--- config.mk ---
export PLATFORM = sky130hd
export DESIGN_NAME = joystick_port
export DESIGN_NICKNAME = d
export VERILOG_FILES = /design/src/rtl/joystick_port.sv
export SDC_FILE = /design/constraint.sdc
export NUM_CORES = 1
export LEC_CHECK = 0
export BUFFER_PORTS_ARGS = -buffer_cell sky130_fd_sc_hd__buf_2
export CORE_MARGIN = 1.5
export CORE_UTILIZATION = 40
export CTS_CLUSTER_SIZE = 30
export DETAILED_ROUTE_END_ITERATION = 16
export PLACE_DENSITY_LB_ADDON = 0.25
export SYNTH_ARGS = -nofsm -noshare
export SYNTH_HDL_FRONTEND = slang
export SYNTH_SLANG_ARGS = --single-unit
--- constraint.sdc ---
create_clock -name clk -period 5.55 [get_ports clk]
set_input_delay 1.11 -clock clk [delete_from_list [all_inputs] [get_ports clk]]
set_output_delay 1.11 -clock clk [all_outputs]
set_load 0.02 [all_outputs]
--- src/rtl/joystick_port.sv ---
// ============================================================================
// Module   : joystick_port
// Brief    : Synchronised, debounced joystick/button port with sticky
//            press/release flags, write-1-to-clear, and masked interrupt.
// Revision : 1.0 - initial release
// ============================================================================
`default_nettype none

module joystick_port #(
  parameter int DEBOUNCE_CYCLES = 50000
) (
  input  logic       clk,
  input  logic       reset,
  input  logic [7:0] pins_n,
  input  logic [1:0] address,
  input  logic       bus_enable,
  input  logic       write_enable,
  input  logic [7:0] data_in,
  output logic [7:0] data_out,
  output logic       data_ready,
  output logic       irq
);

  localparam logic [15:0] c_last_count = 16'(DEBOUNCE_CYCLES - 1);

  logic [7:0] r_sync1;
  logic [7:0] r_sync2;
  logic [7:0] r_stable;
  logic [7:0] r_press_flag;
  logic [7:0] r_release_flag;
  logic [7:0] r_irq_mask;
  logic [7:0] r_data_out;
  logic       r_data_ready;
  logic       r_irq;

  logic [7:0] w_pressed;
  logic [7:0] w_differ;
  logic [7:0] w_accept;
  logic [7:0] w_rise;
  logic [7:0] w_fall;
  logic       w_read;
  logic       w_write;
  logic [7:0] w_press_clr;
  logic [7:0] w_release_clr;
  logic [7:0] w_read_data;

  // Synchronisers reset to the released (high) level so a reset never
  // looks like a press on its own.
  always_ff @(posedge clk) begin
    if (reset) begin
      r_sync1 <= 8'hFF;
      r_sync2 <= 8'hFF;
    end else begin
      r_sync1 <= pins_n;
      r_sync2 <= r_sync1;
    end
  end

  assign w_pressed = ~r_sync2;
  assign w_differ  = w_pressed ^ r_stable;

  genvar i;
  generate
    for (i = 0; i < 8; i++) begin : g_debounce
      logic [15:0] r_count;

      assign w_accept[i] = w_differ[i] && (r_count == c_last_count);

      always_ff @(posedge clk) begin
        if (reset || !w_differ[i] || w_accept[i]) begin
          r_count <= 16'd0;
        end else begin
          r_count <= r_count + 16'd1;
        end
      end
    end
  endgenerate

  // An accepted bit always differs from stable, so accepting is a toggle.
  always_ff @(posedge clk) begin
    if (reset) begin
      r_stable <= 8'h00;
    end else begin
      r_stable <= r_stable ^ w_accept;
    end
  end

  assign w_rise = w_accept & w_pressed;
  assign w_fall = w_accept & ~w_pressed;

  assign w_read        = bus_enable && !write_enable;
  assign w_write       = bus_enable && write_enable;
  assign w_press_clr   = (w_write && address == 2'd1) ? data_in : 8'h00;
  assign w_release_clr = (w_write && address == 2'd2) ? data_in : 8'h00;

  always_comb begin
    w_read_data = 8'h00;
    case (address)
      2'd0:    w_read_data = r_stable;
      2'd1:    w_read_data = r_press_flag;
      2'd2:    w_read_data = r_release_flag;
      default: w_read_data = r_irq_mask;
    endcase
  end

  // Flag sets are OR-ed in after the clear so a simultaneous edge wins.
  always_ff @(posedge clk) begin
    if (reset) begin
      r_press_flag   <= 8'h00;
      r_release_flag <= 8'h00;
      r_irq_mask     <= 8'h00;
      r_data_out     <= 8'h00;
      r_data_ready   <= 1'b0;
      r_irq          <= 1'b0;
    end else begin
      r_press_flag   <= (r_press_flag & ~w_press_clr) | w_rise;
      r_release_flag <= (r_release_flag & ~w_release_clr) | w_fall;
      if (w_write && address == 2'd3) begin
        r_irq_mask <= data_in;
      end
      if (w_read) begin
        r_data_out <= w_read_data;
      end
      r_data_ready <= bus_enable;
      r_irq        <= |(r_press_flag & r_irq_mask);
    end
  end

  assign data_out   = r_data_out;
  assign data_ready = r_data_ready;
  assign irq        = r_irq;

endmodule

`default_nettype wire

==> results of run 1 <==
[metal layers]
layer,routed length [um],vias up
met4,80,2
li1,-,3084
met3,588,6
met5,11,-
met2,6440,84
met1,7780,2702
[power groups by stage]
| stage | registers [mW] | clock network [mW] | logic, mW |
|---|---|---|---|
| CTS | 1.35 | 1.24 | 0.0519 |
| finish | 1.35 | 1.21 | 0.0507 |
| detailed placement | 1.38 | 0 | 0.0516 |
| global route | 1.35 | 1.29 | 0.0573 |
| global placement | 1.38 | 0 | 0.0513 |
| floorplan | 1.38 | 0 | 0.0350 |
[worst reg2reg max path: stages, from the launching register on]
cell and delay [ps]:
dfxtp_1 360, or4b_2 690, nor4_4 390, or3_1 510, nor2_1 100
[layout make-up]
cell class,count,area [sq um]
diodes,1,2.50
clock buffers,19,453
clock inverters,13,135
fillers,1905,10600
inverters,29,109
multi-input cells,645,3970
flip-flops and latches,186,3720
well taps,265,332
repair buffers,32,163
[cells by family (layout without fill, tap and decap cells)]
kind of cell | Yosys count | in the layout | synth area share (%)
adder cells (fa/ha/maj) | 8 | 8 | 1.26
other | 0 | 1 | 0
buffers and inverters | 58 | 93 | 3.11
AO/OA/AOI/OAI | 57 | 57 | 4.83
flip-flops | 186 | 186 | 46.9
multiplexers | 10 | 10 | 2.52
AND/OR/NAND/NOR | 457 | 457 | 28.9
XOR/XNOR | 113 | 113 | 12.5
[flip-flops by register name, indices dropped and copies added, names as in the netlist, named ones only]
signal,count
r_irq_mask,8
r_press_flag,8
r_release_flag,8
g_debounce.r_count,128
data_out,8
data_ready,1
r_sync2,8
r_stable,7
r_sync1,8
irq,1
[layout by cell type (no fill, tap or decap), types with 4 or more instances in the layout]
cell          n
xnor2_1      94
buf_2        31
or4bb_1       4
mux4_2        8
nand3b_1      4
nor4_1       27
nand3_1      42
nor3_1       30
nor2_1      165
or2_2        22
clkbuf_16    17
and2_1        4
or4_1         5
ha_1          8
o31ai_1       5
nand4b_1      4
nand2_1      80
nand4_1      29
or3_1         9
inv_1        29
inv_6         4
xor2_1       19
dfxtp_1     186
clkinvlp_4    4
a21oi_1      24
a22oi_1      11
nor4_2        4
and3_1        5
[final timing paths]
path / end / cells past startpoint / startpoint
hold reg to reg: r_sync2[5] / 1 / r_sync1[5]
setup reg to reg: g_debounce[2].r_count[4] / 4 / g_debounce[2].r_count[12]
hold / removal: r_sync2[5] / 1 / r_sync1[5]
setup / recovery: g_debounce[3].r_count[4] / 5 / reset
[Yosys cell counts (5+ instances only)]
master / count / share of area, %
clkbuf_1: 15 / 0.71
nand2_1: 80 / 3.8
nor2_1: 165 / 7.8
or3_1: 9 / 0.71
buf_2: 8 / 0.50
nand4_1: 29 / 2.3
xor2_1: 19 / 2.1
buf_4: 5 / 0.47
mux4_2: 8 / 2.3
a22oi_1: 11 / 1.0
a21oi_1: 24 / 1.5
xnor2_1: 94 / 10
or4_1: 5 / 0.47
nor4_1: 27 / 2.1
nand3_1: 42 / 2.6
dfxtp_1: 186 / 47
nor3_1: 30 / 1.9
inv_1: 29 / 1.4
ha_1: 8 / 1.3
and3_1: 5 / 0.39
o31ai_1: 5 / 0.47
or2_2: 22 / 1.7
==> load_flow_metrics.sql, run 1 <==
INSERT INTO impl_metrics (metric_group, metric, value, unit) VALUES
('final_layout', 'finalNonFillerCells', '1190', ''),
('setup_path', 'critPathKind', 'in2reg', ''),
('status', 'status', 'finished clean', ''),
('drt', 'drt_iter0_drc', '266', ''),
('synth', 'synth_async_sr_flop_share', '0', '%'),
('timing', 'setup-tns-final', '0', 'ps'),
('timing', 'worstMarginPinSlew', '729', 'ps'),
('place', 'placed_area', '8290', 'sq um'),
('clocking', 'clock_insertion_delay_worst_skew', '450', 'ps'),
('place', 'port_buffers', '31', ''),
('setup_path', 'critical_path.startpoint_type', 'input port', ''),
('pwr', 'power.net_switching', '0.593', 'mW'),
('timing', 'fin_crit', '2360', 'ps'),
('grt', 'grt_antenna_before_repair', '2', ''),
('drt', 'ant_nets', '0', ''),
('drt', 'routed_via_density', '4.94', ''),
('floorplanning', 'floorplan.io_pins', '32', ''),
('clocking', 'cts_tree', 'built', ''),
('floorplanning', 'floorplan.core_area', '19500', 'sq um'),
('drt', 'drt-total-wl', '14900', 'um'),
('timing', 'max_transition_viols_final', '0', ''),
('clocking', 'clock_tree.buffer_depth', '2', ''),
('setup_path', 'worst-r2r-setup-slack', '3340', 'ps'),
('synth', 'syn_area', '7940', 'sq um'),
('place', 'place_congestion', '0.792', ''),
('synth', 'ys_ff_latch', '186', ''),
('drt', 'drt_first_pass_iters', '4', ''),
('clocking', 'clkSinkCount', '186', ''),
('place', 'worst_setup_slack_post_dpl', '2700', 'ps'),
('place', 'place_inst', '1157', ''),
('pwr', 'leakagePower', '2.69', 'nW'),
('timing', 'timing_hold_violations_final', '0', ''),
('synth', 'synth.yosys.seq_area_share', '46.9', '%'),
('synth', 'synth_enable_flop_cells', '0', ''),
('grt', 'grt.met2_usage', '22.3', '%'),
('setup_path', 'crit_arrival', '2670', 'ps'),
('hold_path', 'worst_hold_check_path_type', 'reg2reg', ''),
('synth', 'yosys_warnings', '0', ''),
('final_layout', 'final_net_count', '941', ''),
('grt', 'pin_count_of_the_biggest_net_entering_global_routing', '45', ''),
('timing', 'final_cycle_share', '42.5', '%'),
('grt', 'grt_first_pass_wirelength', '25300', 'um'),
('pwr', 'clockPowerShare', '46.4', '%'),
('pwr', 'power_switching_share', '22.7', '%'),
('grt', 'met1_track_demand_over_resource', '21.4', '%'),
('synth', 'postSynthAreaPerCell', '8.93', 'sq um'),
('clocking', 'clkSlewWorstSetupHoldPaths', '70', 'ps'),
('setup_path', 'slowest_stage', 'buf_2', ''),
('final_layout', 'drive_above_1_share', '11.9', '%'),
('pwr', 'pwr_density_cell', '294', 'nW/um^2'),
('setup_path', 'most_common_cell_on_crit_path', 'nor2_1', ''),
('synth', 'synth_flop_cell', 'dfxtp_1', ''),
('timing', 'maxClockFrequency', '424', 'MHz'),
('synth', 'synthCells', '889', ''),
('clocking', 'post_cts_resized', '0', ''),
('pwr', 'combinationalPowerShare', '1.9', '%'),
('clocking', 'clock_tree.htree_level_count', '4', ''),
('final_layout', 'post-route-cell-area', '8880', 'sq um'),
('setup_path', 'gate_family_responsible_for_the_most_delay_along_the_worst_path', 'buffers and inverters', ''),
('grt', 'grt_use_met3', '4.77', '%'),
('floorplanning', 'die_y', '144', 'um'),
('synth', 'unique_cell_type_count_in_the_yosys_netlist', '51', ''),
('job', 'max_cap_violations', '0', ''),
('timing', 'setup_repair_after_global_routing_missed_its_margin', 'no', ''),
('final_layout', 'finish.utilization', '45.6', '%'),
('final_layout', 'synthToLayoutAreaGrowth', '11.9', '%'),
('drt', 'drc_errors', '0', ''),
('floorplanning', 'floorplan.die_area', '20700', 'sq um'),
('clocking', 'cts_inserted_buffers', '17', ''),
('setup_path', 'crit_path_max_fanout', '44', ''),
('pwr', 'intPower', '2.02', 'mW');
Power figures use the tool's default switching activity.
==> run 2: changes to the inputs <==
ABC_AREA = 1   (was not set)
clock period = 2 ns   (was 5.55 ns; I/O delays follow)
==> load_flow_metrics.sql, run 2 <==
INSERT INTO impl_metrics (metric_group, metric, value, unit) VALUES
('status', 'status', 'finished clean', ''),
('synth', 'synth_top_area_cell', 'dfxtp_1', ''),
('clocking', 'clock_tree.buffer_depth', '2', ''),
('setup_path', 'worst_path_buf_inv', '0', ''),
('synth', 'post-synth-top-count-cell', 'nand2_1', ''),
('setup_path', 'crit-reg2reg-launch', 'g_debounce[3].r_count[0]', ''),
('hold_path', 'min_delay_path_depth', '2', ''),
('clocking', 'cts-hold-fix-buffers', '0', ''),
('synth', 'ys_ff_latch', '186', ''),
('timing', 'hold-worst-slack', '149', 'ps'),
('place', 'place_inst', '1525', ''),
('synth', 'postSynthAreaPerCell', '7.16', 'sq um'),
('pwr', 'combinationalPowerShare', '2.6', '%'),
('drt', 'drt-total-wl', '18400', 'um'),
('pwr', 'intPower', '5.79', 'mW'),
('final_layout', 'synthToLayoutAreaGrowth', '11.5', '%'),
('floorplanning', 'start_util', '40.5', '%'),
('setup_path', 'crit_path_max_fanout', '16', ''),
('setup_path', 'slowest_stage', 'dfxtp_1', ''),
('hold_path', 'worst_hold_check_path_type', 'in2reg', ''),
('job', 'max_cap_violations', '0', ''),
('grt', 'via_count_of_the_first_global_routing_pass', '7046', ''),
('pwr', 'sequentialPowerShare', '51.0', '%'),
('final_layout', 'most_common_cell_after_layout_fill_and_taps_aside', 'nand2_1', ''),
('synth', 'net_count_synth', '1257', ''),
('synth', 'synth_top_family_by_area', 'simple AND/OR/NAND/NOR gates', ''),
('drt', 'drt_first_pass_iters', '5', ''),
('final_layout', 'antennaDiodeCount', '0', ''),
('place', 'port_buffers', '31', ''),
('grt', 'grt_first_pass_wirelength', '31800', 'um'),
('setup_path', 'timing.critical_path.from', 'g_debounce[3].r_count[0]', ''),
('final_layout', 'filler_cell_count', '2183', ''),
('pwr', 'pwr_density_cell', '752', 'nW/um^2'),
('setup_path', 'worst-endpoint-required', '2320', 'ps'),
('pwr', 'ir_drop', '555', 'uV'),
('clocking', 'post_cts_resized', '0', ''),
('synth', 'synth.area.mux_share', '0', '%'),
('floorplanning', 'die_width', '151', 'um'),
('final_layout', 'final_net_count', '1294', ''),
('place', 'post-dp-hpwl', '13300', 'um'),
('setup_path', 'r2r_cells', '6', ''),
('drt', 'ant_nets', '0', ''),
('clocking', 'clkSinkCount', '186', ''),
('pwr', 'leakagePower', '3.23', 'nW'),
('timing', 'slew-limit-headroom', '62.6', '%'),
('synth', 'synthTopCellsByCount', '236 x nand2_1, 199 x nor2_1, 186 x dfxtp_1', ''),
('pwr', 'total_power', '7.37', 'mW'),
('grt', 'total_routing_resource_utilization_after_global_routing', '17.3', '%'),
('setup_path', 'cp_max_stage_delay', '360', 'ps'),
('final_layout', 'largest_register_ffs', '128', ''),
('synth', 'synth_async_sr_flop_share', '0', '%'),
('pwr', 'power.net_switching', '1.58', 'mW'),
('synth', 'yosys_warnings', '0', ''),
('place', 'place_congestion', '0.838', ''),
('synth', 'synth-xor-area-share', '4.57', '%'),
('timing', 'worstMarginPinSlew', '560', 'ps'),
('clocking', 'clock_insertion_delay_worst_skew', '430', 'ps'),
('floorplanning', 'floorplan.core_area', '21700', 'sq um'),
('synth', 'post-synth-top-area-fraction', '42.4', '%'),
('clocking', 'post-cts-setup-buffers', '0', ''),
('drt', 'drc_errors', '0', ''),
('clocking', 'clkSlewWorstSetupHoldPaths', '70', 'ps'),
('floorplanning', 'num_rows', '54', ''),
('synth', 'synth.yosys.seq_area_share', '42.4', '%'),
('drt', 'routed_via_density', '4.90', ''),
('grt', 'pin_count_of_the_biggest_net_entering_global_routing', '20', ''),
('timing', 'setup_repair_after_global_routing_missed_its_margin', 'no', ''),
('timing', 'maxClockFrequency', '646', 'MHz'),
('clocking', 'cts_inserted_buffers', '17', ''),
('pwr', 'power_switching_share', '21.4', '%'),
('final_layout', 'multi_input_area', '4370', 'sq um'),
('pwr', 'clockPowerShare', '46.4', '%'),
('setup_path', 'critPathCapture', 'g_debounce[3].r_count[7]', ''),
('final_layout', 'most_frequent_cells_in_the_layout', '236 x nand2_1, 199 x nor2_1, 186 x dfxtp_1, 142 x inv_1, 96 x a21oi_1', ''),
('synth', 'synth_adder_area_share', '1.14', '%'),
('floorplanning', 'floorplan.io_pins', '32', ''),
('timing', 'timing_hold_violations_final', '0', ''),
('synth', 'syn_area', '8790', 'sq um'),
('synth', 'post_synth_and_or_nand_nor_area_fraction', '34.7', '%'),
('setup_path', 'path_cells', 'ha_1, nand3_1, nor2_2, nand3_1, nand2_2, nor2_1', ''),
('clocking', 'cts_tree', 'built', ''),
('setup_path', 'critical_path.startpoint_type', 'flop', ''),
('synth', 'unique_cell_type_count_in_the_yosys_netlist', '34', ''),
('clocking', 'clock_tree.htree_level_count', '4', ''),
('floorplanning', 'die_y', '151', 'um'),
('final_layout', 'drive_above_1_share', '10.8', '%'),
('drt', 'route.vias.total', '7624', ''),
('grt', 'remaining_global_route_overflow', '0', ''),
('floorplanning', 'floorplan.die_area', '22900', 'sq um'),
('timing', 'fin_crit', '1550', 'ps'),
('synth', 'ys_top_cells_by_area', 'dfxtp_1 42%, nand2_1 10%, nor2_1 8.5%, inv_1 6.1%, a21oi_1 5.5%', ''),
('grt', 'grt_antenna_before_repair', '0', ''),
('synth', 'synth-compound-area-share', '9.34', '%'),
('setup_path', 'setup.worst_path.end_class', 'flop', ''),
('final_layout', 'finalNonFillerCells', '1556', ''),
('setup_path', 'most_common_cell_on_crit_path', 'nand3_1', ''),
('drt', 'drt_iter0_drc', '477', ''),
('synth', 'synth_enable_flop_cells', '0', ''),
('synth', 'synthCells', '1227', ''),
('synth', 'synth_flop_cell', 'dfxtp_1', ''),
('drt', 'routed_wire_per_std_cell', '11.8', 'um'),
('setup_path', 'worst-r2r-setup-slack', '450', 'ps'),
('final_layout', 'largest_register', 'g_debounce.r_count', ''),
('setup_path', 'regToRegEndpoint', 'g_debounce[3].r_count[7]', ''),
('setup_path', 'gate_family_responsible_for_the_most_delay_along_the_worst_path', 'simple AND/OR/NAND/NOR gates', ''),
('timing', 'final_cycle_share', '77.4', '%'),
('timing', 'fin_worst_skew', '15.6', 'ps'),
('timing', 'setup-tns-final', '0', 'ps'),
('final_layout', 'regArea', '3720', 'sq um'),
('setup_path', 'worstSetupPathDepth', '6', ''),
('clocking', 'cts-root-buf', 'clkbuf_16', ''),
('setup_path', 'critPathKind', 'reg2reg', ''),
('setup_path', 'crit_arrival', '1860', 'ps'),
('timing', 'setup_violations_final', '0', ''),
('timing', 'max_transition_viols_final', '0', '');
-- run 2: cell count changes in the layout (fill, tap and decap cells not counted), moves of 11 or more --
cell / previous run / this run
inv_1: 29 / 142
a21oi_1: 24 / 96
o21ai_0: 2 / 54
a22oi_1: 11 / 0
nand4_1: 29 / 63
nor4_1: 27 / 0
nor3_1: 30 / 14
nor2_2: 0 / 17
nor2_1: 165 / 199
nand3_1: 42 / 78
xnor2_1: 94 / 16
nand2_1: 80 / 236
-- run 2: metal layers --
layer	vias to the layer above	global-route usage (%)	wire, um
li1	4046	-	-
met1	3422	23.3	9340
met2	137	27.6	8040
met3	19	3.46	731
met4	0	5.34	242
met5	-	0	0
-- run 2: worst min path at each step --
| stage | slack (ps) | start | to |
|---|---|---|---|
| 6_report | 150 | pins_n[6] | r_sync1[6] |
| 5_1_grt | 140 | pins_n[6] | r_sync1[6] |
| 4_1_cts | 130 | pins_n[3] | r_sync1[3] |
| 3_5_place_dp | 390 | r_sync1[4] | r_sync2[4] |
| 3_3_place_gp | 390 | r_sync1[7] | r_sync2[7] |
| 2_1_floorplan | 390 | r_sync1[0] | r_sync2[0] |
-- run 2: power by group through the flow --
stage	clock network (mW)	logic (mW)	registers (mW)
floorplan	0	0.120	3.84
global placement	0	0.191	3.84
detailed placement	0	0.193	3.84
CTS	3.52	0.194	3.75
global route	3.68	0.216	3.76
finish	3.42	0.193	3.76
-- run 2: through the flow --
step | cell area [sq um] | utilization, % | setup WS (ps)
2_1_floorplan | 8790 | - | 650
3_3_place_gp | 9200 | 42.4 | 485
3_5_place_dp | 9200 | 42.4 | 401
4_1_cts | 9800 | 45.2 | 437
5_1_grt | 9800 | 45.2 | 227
6_report | 9800 | 45.2 | 453
-- run 2: worst register-to-register path: cells and delay by family (launching register included) --
kind          cells  cell delay, ps
simple gates      5             860
fa+ha+maj         1             210
flops             1             360
-- run 2: final cells by class --
class                           instances  area share, %
Tap cell                              280           3.58
Sequential cell                       186           38.0
Inverter                              146           5.59
Clock inverter                         12           1.53
Multi-Input combinational cell        876           44.6
Clock buffer                           19           4.52
Timing Repair Buffer                   37           2.17
-- run 2: cell families after synthesis --
group                      Yosys count
and+or+nand+nor                    665
AOI/OAI and AO/OA                  158
buffers and inverters              165
DFF                                186
xor gates and xnor gates            45
adders and majority gates            8
